<file path="config.mk">
export PLATFORM = sky130hd
export DESIGN_NAME = core_seq
export DESIGN_NICKNAME = d
export VERILOG_FILES = /design/src/rtl/core_seq_pkg.sv /design/src/rtl/core_seq_cnt.sv /design/src/rtl/core_seq.sv
export SDC_FILE = /design/constraint.sdc
export NUM_CORES = 1
export LEC_CHECK = 0
export CAP_MARGIN = 20
export CORE_ASPECT_RATIO = 0.9
export CORE_UTILIZATION = 59
export CTS_CLUSTER_SIZE = 40
export DETAILED_ROUTE_END_ITERATION = 6
export MAX_ROUTING_LAYER = met4
export PLACE_DENSITY_LB_ADDON = 0.12
export SLEW_MARGIN = 30
export SYNTH_ARGS = -nofsm -noshare
export SYNTH_HDL_FRONTEND = slang
export SYNTH_SLANG_ARGS = --single-unit
</file>
<file path="constraint.sdc">
create_clock -name clk -period 4.15 [get_ports clk]
set_clock_uncertainty 0.05 [all_clocks]
set_input_delay 0.83 -clock clk [delete_from_list [all_inputs] [get_ports clk]]
set_output_delay 0.83 -clock clk [all_outputs]
set_load 0.03 [all_outputs]
</file>
<file path="src/rtl/core_seq_pkg.sv">
// rtl/core_seq_pkg.sv - shared types and constants for the attention-core instruction sequencer
//
// Holds the sequencer state enum, the inst bus field positions and the job
// geometry constants. The RDBK state exists only when CORE_SEQ_READBACK_EN
// is defined.
package core_seq_pkg;

  localparam int INST_W     = 19;
  localparam int ADDR_W     = 4;
  localparam int CNT_W      = 5;   // holds 0..16 (n and col+1 phase lengths)

  localparam int COL        = 8;   // MAC array columns = K vectors loaded
  localparam int KLOAD_GAP  = 2;   // settle cycles between K load and execute
  localparam int N_MAX      = 16;  // max Q rows = SRAM depth

  // inst bus bit positions
  localparam int DIV_B      = 18;
  localparam int ACC_B      = 17;
  localparam int OFIFO_RD_B = 16;
  localparam int QK_ADD_LSB = 12;
  localparam int P_ADD_LSB  = 8;
  localparam int EXEC_B     = 7;
  localparam int KLOAD_B    = 6;
  localparam int QMEM_RD_B  = 5;
  localparam int QMEM_WR_B  = 4;
  localparam int KMEM_RD_B  = 3;
  localparam int KMEM_WR_B  = 2;
  localparam int PMEM_RD_B  = 1;
  localparam int PMEM_WR_B  = 0;

  typedef enum logic [3:0] {
    S_IDLE,
    S_QWR,
    S_KWR,
    S_KLOAD,
    S_GAP,
    S_EXEC,
    S_WAITV,
    S_ACC,
    S_DIV,
`ifdef CORE_SEQ_READBACK_EN
    S_RDBK,
`endif
    S_DONE
  } state_t;

endpackage

</file>
<file path="src/rtl/core_seq_cnt.sv">
// rtl/core_seq_cnt.sv - loadable saturating down-counter with terminal-count flag
//
// Ports:
//   clk, reset (async, active-low)
//   load, load_val : load takes priority over counting
//   en             : decrement by one while non-zero (never wraps)
//   cnt, tc        : current value, tc high when cnt == 0
module core_seq_cnt #(
  parameter int W = 5
) (
  input  logic         clk,
  input  logic         reset,
  input  logic         load,
  input  logic [W-1:0] load_val,
  input  logic         en,
  output logic [W-1:0] cnt,
  output logic         tc
);

  always_ff @(posedge clk or negedge reset) begin
    if (!reset) begin
      cnt <= '0;
    end else if (load) begin
      cnt <= load_val;
    end else if (en && (cnt != '0)) begin
      cnt <= cnt - W'(1);
    end
  end

  assign tc = (cnt == '0);

endmodule

</file>
<file path="src/rtl/core_seq.sv">
// rtl/core_seq.sv - instruction sequencer driving the attention core inst bus for one job
//
// Optional feature macro: CORE_SEQ_READBACK_EN (adds the psum readback phase).
//
// Ports:
//   clk, reset (async, active-low)
//   start      : one-cycle pulse, accepted only when idle and not in the done cycle
//   n_rows     : Q rows for the job (saturates to 16), sampled on accepted start
//   fifo_valid : core output FIFO has a vector ready
//   inst       : 19-bit core instruction bus
//   data_req   : host must drive mem_in for data_addr this cycle
//   data_addr  : address of the requested mem_in vector
//   busy, done : job in progress / one-cycle end-of-job pulse
//
// Every output is a flop loaded from a decode of the current state, so the
// bus shows each state cycle one clock after the FSM is in it.
module core_seq
  import core_seq_pkg::*;
(
  input  logic              clk,
  input  logic              reset,
  input  logic              start,
  input  logic [4:0]        n_rows,
  input  logic              fifo_valid,
  output logic [INST_W-1:0] inst,
  output logic              data_req,
  output logic [ADDR_W-1:0] data_addr,
  output logic              busy,
  output logic              done
);

  state_t             state, state_nx;
  logic [CNT_W-1:0]   n_q;
  logic [CNT_W-1:0]   n_sat;
  logic               accept;

  logic               ph_load;
  logic [CNT_W-1:0]   ph_val;
  logic [CNT_W-1:0]   ph_cnt;
  logic               ph_tc;

  logic               r_load;
  logic [CNT_W-1:0]   r_val;
  logic               r_en;
  logic [CNT_W-1:0]   r_cnt;
  logic               r_tc;

  logic [INST_W-1:0]  inst_nx;
  logic               req_nx;
  logic [ADDR_W-1:0]  addr_nx;
  logic               busy_nx;
  logic               done_nx;
  logic [ADDR_W-1:0]  qk_add;
  logic [ADDR_W-1:0]  p_add;

  assign n_sat  = (n_rows > CNT_W'(N_MAX)) ? CNT_W'(N_MAX) : n_rows;
  // done is still high in the IDLE cycle after DONE; a start there is dropped
  assign accept = start && (state == S_IDLE) && !done;

  // Phase length counter: loaded with (cycles-1) on state entry, exit on tc.
  core_seq_cnt #(.W(CNT_W)) u_phase_cnt (
    .clk      (clk),
    .reset    (reset),
    .load     (ph_load),
    .load_val (ph_val),
    .en       (1'b1),
    .cnt      (ph_cnt),
    .tc       (ph_tc)
  );

  // Remaining-rows counter for the WAITV/ACC/DIV drain loop.
  core_seq_cnt #(.W(CNT_W)) u_row_cnt (
    .clk      (clk),
    .reset    (reset),
    .load     (r_load),
    .load_val (r_val),
    .en       (r_en),
    .cnt      (r_cnt),
    .tc       (r_tc)
  );

  always_ff @(posedge clk or negedge reset) begin
    if (!reset) begin
      state <= S_IDLE;
      n_q   <= '0;
    end else begin
      state <= state_nx;
      if (accept) n_q <= n_sat;
    end
  end

  always_comb begin
    state_nx = state;
    ph_load  = 1'b0;
    ph_val   = '0;
    r_load   = 1'b0;
    r_val    = '0;
    r_en     = 1'b0;
    case (state)
      S_IDLE: begin
        if (accept) begin
          if (n_sat == '0) begin
            state_nx = S_DONE;
          end else begin
            state_nx = S_QWR;
            ph_load  = 1'b1;
            ph_val   = n_sat - CNT_W'(1);
          end
        end
      end
      S_QWR: if (ph_tc) begin
        state_nx = S_KWR;
        ph_load  = 1'b1;
        ph_val   = CNT_W'(COL - 1);
      end
      S_KWR: if (ph_tc) begin
        state_nx = S_KLOAD;
        ph_load  = 1'b1;
        ph_val   = CNT_W'(COL);           // col+1 cycles
      end
      S_KLOAD: if (ph_tc) begin
        state_nx = S_GAP;
        ph_load  = 1'b1;
        ph_val   = CNT_W'(KLOAD_GAP - 1);
      end
      S_GAP: if (ph_tc) begin
        state_nx = S_EXEC;
        ph_load  = 1'b1;
        ph_val   = n_q;                   // n+1 cycles
      end
      S_EXEC: if (ph_tc) begin
        state_nx = S_WAITV;
        r_load   = 1'b1;
        r_val    = n_q - CNT_W'(1);
      end
      S_WAITV: if (fifo_valid) state_nx = S_ACC;
      S_ACC:   state_nx = S_DIV;
      S_DIV: begin
        if (!r_tc) begin
          r_en     = 1'b1;
          state_nx = S_WAITV;
        end else begin
`ifdef CORE_SEQ_READBACK_EN
          state_nx = S_RDBK;
          ph_load  = 1'b1;
          ph_val   = n_q - CNT_W'(1);
`else
          state_nx = S_DONE;
`endif
        end
      end
`ifdef CORE_SEQ_READBACK_EN
      S_RDBK: if (ph_tc) state_nx = S_DONE;
`endif
      S_DONE:  state_nx = S_IDLE;
      default: state_nx = S_IDLE;
    endcase
  end

  // Output decode. Indices run upward while the counters run down, so each
  // address is (phase length - 1 - count).
  always_comb begin
    inst_nx = '0;
    req_nx  = 1'b0;
    addr_nx = '0;
    done_nx = 1'b0;
    qk_add  = '0;
    p_add   = '0;
    busy_nx = accept || ((state != S_IDLE) && (state != S_DONE));
    case (state)
      S_QWR: begin
        qk_add             = ADDR_W'(n_q - CNT_W'(1) - ph_cnt);
        inst_nx[QMEM_WR_B] = 1'b1;
        req_nx             = 1'b1;
        addr_nx            = qk_add;
      end
      S_KWR: begin
        qk_add             = ADDR_W'(CNT_W'(COL - 1) - ph_cnt);
        inst_nx[KMEM_WR_B] = 1'b1;
        req_nx             = 1'b1;
        addr_nx            = qk_add;
      end
      S_KLOAD: begin
        // kernel-load trails the kmem read by one cycle (SRAM read latency)
        if (ph_cnt != '0) begin
          qk_add             = ADDR_W'(CNT_W'(COL) - ph_cnt);
          inst_nx[KMEM_RD_B] = 1'b1;
        end
        if (ph_cnt != CNT_W'(COL)) inst_nx[KLOAD_B] = 1'b1;
      end
      S_EXEC: begin
        if (ph_cnt != '0) begin
          qk_add             = ADDR_W'(n_q - ph_cnt);
          inst_nx[QMEM_RD_B] = 1'b1;
        end
        if (ph_cnt != n_q) inst_nx[EXEC_B] = 1'b1;
      end
      S_ACC: begin
        inst_nx[OFIFO_RD_B] = 1'b1;
        inst_nx[ACC_B]      = 1'b1;
      end
      S_DIV: begin
        p_add              = ADDR_W'(n_q - CNT_W'(1) - r_cnt);
        inst_nx[DIV_B]     = 1'b1;
        inst_nx[PMEM_WR_B] = 1'b1;
      end
`ifdef CORE_SEQ_READBACK_EN
      S_RDBK: begin
        p_add              = ADDR_W'(n_q - CNT_W'(1) - ph_cnt);
        inst_nx[PMEM_RD_B] = 1'b1;
      end
`endif
      S_DONE:  done_nx = 1'b1;
      default: ;
    endcase
    inst_nx[QK_ADD_LSB +: ADDR_W] = qk_add;
    inst_nx[P_ADD_LSB  +: ADDR_W] = p_add;
  end

  always_ff @(posedge clk or negedge reset) begin
    if (!reset) begin
      inst      <= '0;
      data_req  <= 1'b0;
      data_addr <= '0;
      busy      <= 1'b0;
      done      <= 1'b0;
    end else begin
      inst      <= inst_nx;
      data_req  <= req_nx;
      data_addr <= addr_nx;
      busy      <= busy_nx;
      done      <= done_nx;
    end
  end

endmodule

</file>
==> run metrics <==
Period minus WS final 2622 ps; Fillers 282; Clock H-tree levels 2; Initial Util 63.78%; post-route setup TNS 0 ps; number of enable flip-flop cells after synthesis 0; vias per cell 6.075; Synth Area in Compound Gates 14.37%; post-layout util 75.35%; Yosys Warn Count 0; via count 2017; Skew-Pair Late Insertion Delay 300 ps; CTS hold repair buffers 0; Worst Path Required 4320 ps; IO Count 35; post-synthesis adder-cell area fraction 10.06%; gr usage total 26.95%; drt total wl 5380 µm; PwrDens 846.8 nW/µm²; crit-path max FO 7; maxcap violations 0; ys async rst share 100.0%; root buf cell clkbuf_8; syn_nets 285; CTS tree yes; Critical Path Start Type register; layout cells sized above 1 4.196%; worst-margin pin slew 512.2 ps; Synth Cell Area 2464 µm²; delay-heaviest family, CP compound AO/OA/AOI/OAI gates; cell count after synthesis 258; grt total ovfl 0; Slew HR 65.85%; Die H 63.31 µm; routed len/inst 16.20 µm; Clock Tree Buf Depth 2; Pleak 0.001338 µW; CP Class register to register; status completed; post-synthesis mux area share 0.8126%; vias in the first global route 1827; crit path max-delay cell type dfrtp_1; maximum VDD drop 0.0005069 V; Highest Clock Rate 381.5 MHz; HP Class input port to async pin; Synth Area in Simple Gates 18.18%; setup slack at placement 1419 ps; post-CTS setup buffer count 0; Pwr Total 2464 µW; Hold Violations, Final 0; register bit total from synthesis 42; initial antenna violation count 0; # DRC 0; Seq/Total Area, Yosys 42.66%; Rows 21; TritonRoute pass-1 iters 5; largest family of logic cells by synthesized area simple AND/OR/NAND/NOR gates; syn avg cell area 9.549 µm²; Synth Flop Type dfrtp_1; most frequent CP cell ha_1; Die X 70.12 µm; post-route setup slack 1529 ps; multi-input logic area 1276 µm²; number of diodes 0; Antenna Nets Post-Route 0; most frequent cells in the layout 42 x dfrtp_1, 32 x clkdlybuf4s50_1, 26 x nor2_1, 22 x nand2_1, 17 x a21oi_1; largest net degree at the start of global routing 43; Final Slew Violations 0; first-pass GRT wire length 8963 µm; worst path bufs/invs 1; routability cong. 0.9335; CP peak stage delay 480 ps; Setup-failing EPs final 0; CTS Buf Count 5; hpwl dp 3978 µm; clk sinks 42; Area growth syn-to-layout 18.13%; I/O Buffers 33; final cycle utilization of the critical path 63.17%; Worst EP arrival 2800 ps; Netlist cell types 47; CP endpoint kind register; Core Box Area 3862 µm²; unrepaired setup endpoints after global routing no; die area 4439 µm²; post-cts sizing count 0; hold slack 445.5 ps; CTS clock-pin slew for the worst setup and hold paths 90 ps; most common cell after layout, fill and taps aside dfrtp_1; register area 1051 µm²; Final nets 312; worst path cell trace inv_1, ha_1, xor2_1, ha_1, a21oi_1, o21ai_0, xnor3_1, o22a_1, o221ai_1; initial drt markers 138; xor and xnor fraction of the mapped netlist area 8.228%
==> worst register-to-register path, stage by stage (launching register included) <==
cell and delay, ps:
dfrtp_1 480, inv_1 110, ha_1 240, xor2_1 260, ha_1 340, a21oi_1 160, o21ai_0 150, xnor3_1 380
o22a_1 220, o221ai_1 170
==> through the flow <==
stage	area [µm²]	instances
after floorplan	2464	258
after global placement	2770	324
after detailed placement	2770	324
after CTS	2908	332
after global routing	2910	332
final	2910	332
==> registers in the layout, summed over array words and instances, names as in the netlist <==
name,count
busy,1
data_addr,4
data_req,1
done,1
inst,16
n_q,5
state,4
u_phase_cnt.cnt,5
u_row_cnt.cnt,5
==> report_power, final <==
part           total, µW  internal [µW]  switching, µW
sequential           733            549            184
combinational       1340            615            728
clock                388            241            147
total               2460           1410           1060
==> routing by layer <==
metal | track usage [%] | up-vias | part of all wire, %
li1 | - | 943 | -
met1 | 36.81 | 979 | 44
met2 | 41.95 | 84 | 48
met3 | 4.320 | 11 | 6.2
met4 | 7.750 | 0 | 1.8
met5 | - | - | 0
==> cell usage after synthesis (2+ instances only) <==
cell type | n | area share [%]
a21o_1 | 3 | 0.91
o221ai_1 | 2 | 0.71
xnor2_1 | 9 | 3.2
xor2_1 | 9 | 3.2
fa_1 | 3 | 2.4
o21ai_0 | 14 | 2.8
dfrtp_1 | 42 | 43
nand2b_1 | 8 | 2.0
nor2_1 | 26 | 4.0
nor2b_1 | 4 | 1.0
a211o_1 | 2 | 0.71
nand2_1 | 22 | 3.4
xnor3_1 | 2 | 1.8
or3_1 | 2 | 0.51
ha_1 | 15 | 7.6
a21oi_1 | 17 | 3.5
buf_6 | 2 | 0.91
o22a_1 | 3 | 1.1
inv_1 | 15 | 2.3
and3_1 | 3 | 0.76
nor3_1 | 7 | 1.4
nand4_1 | 2 | 0.51
clkbuf_1 | 7 | 1.1
mux2i_1 | 2 | 0.81
a31oi_1 | 4 | 1.0
buf_4 | 3 | 0.91
nand3b_1 | 2 | 0.61
and2_1 | 4 | 1.0
nand3_1 | 6 | 1.2
==> cell type report <==
cell class | count | share of cell area (%)
Clock inverter | 3 | 2.365
Timing Repair Buffer | 33 | 11.26
Inverter | 16 | 2.064
Sequential cell | 42 | 36.11
Clock buffer | 5 | 2.365
Tap cell | 46 | 1.978
Multi-Input combinational cell | 187 | 43.85
==> worst paths after layout <==
| path | from | to | slack [ps] | cells after the start |
|---|---|---|---|---|
| worst max-delay path | n_q[0] | inst[15] | 1530 | 9 |
| worst min-delay path | reset | data_addr[1] | 450 | 1 |
| worst max register to register | n_q[0] | inst[15] | 1530 | 9 |
| worst min register to register | u_row_cnt.cnt[0] | inst[8] | 510 | 2 |
| max in group asynchronous | reset | u_row_cnt.cnt[4] | 3240 | 1 |
| min in group clk | u_row_cnt.cnt[0] | inst[8] | 510 | 2 |
==> cell families after synthesis <==
logic type                 after synthesis
buffers and inverters                   29
adders and majority gates               18
xor gates and xnor gates                20
muxes                                    2
DFF                                     42
AOI/OAI and AO/OA                       55
and+or+nand+nor                         91
other                                    1
Note: power is estimated with default switching activity, not from simulation.
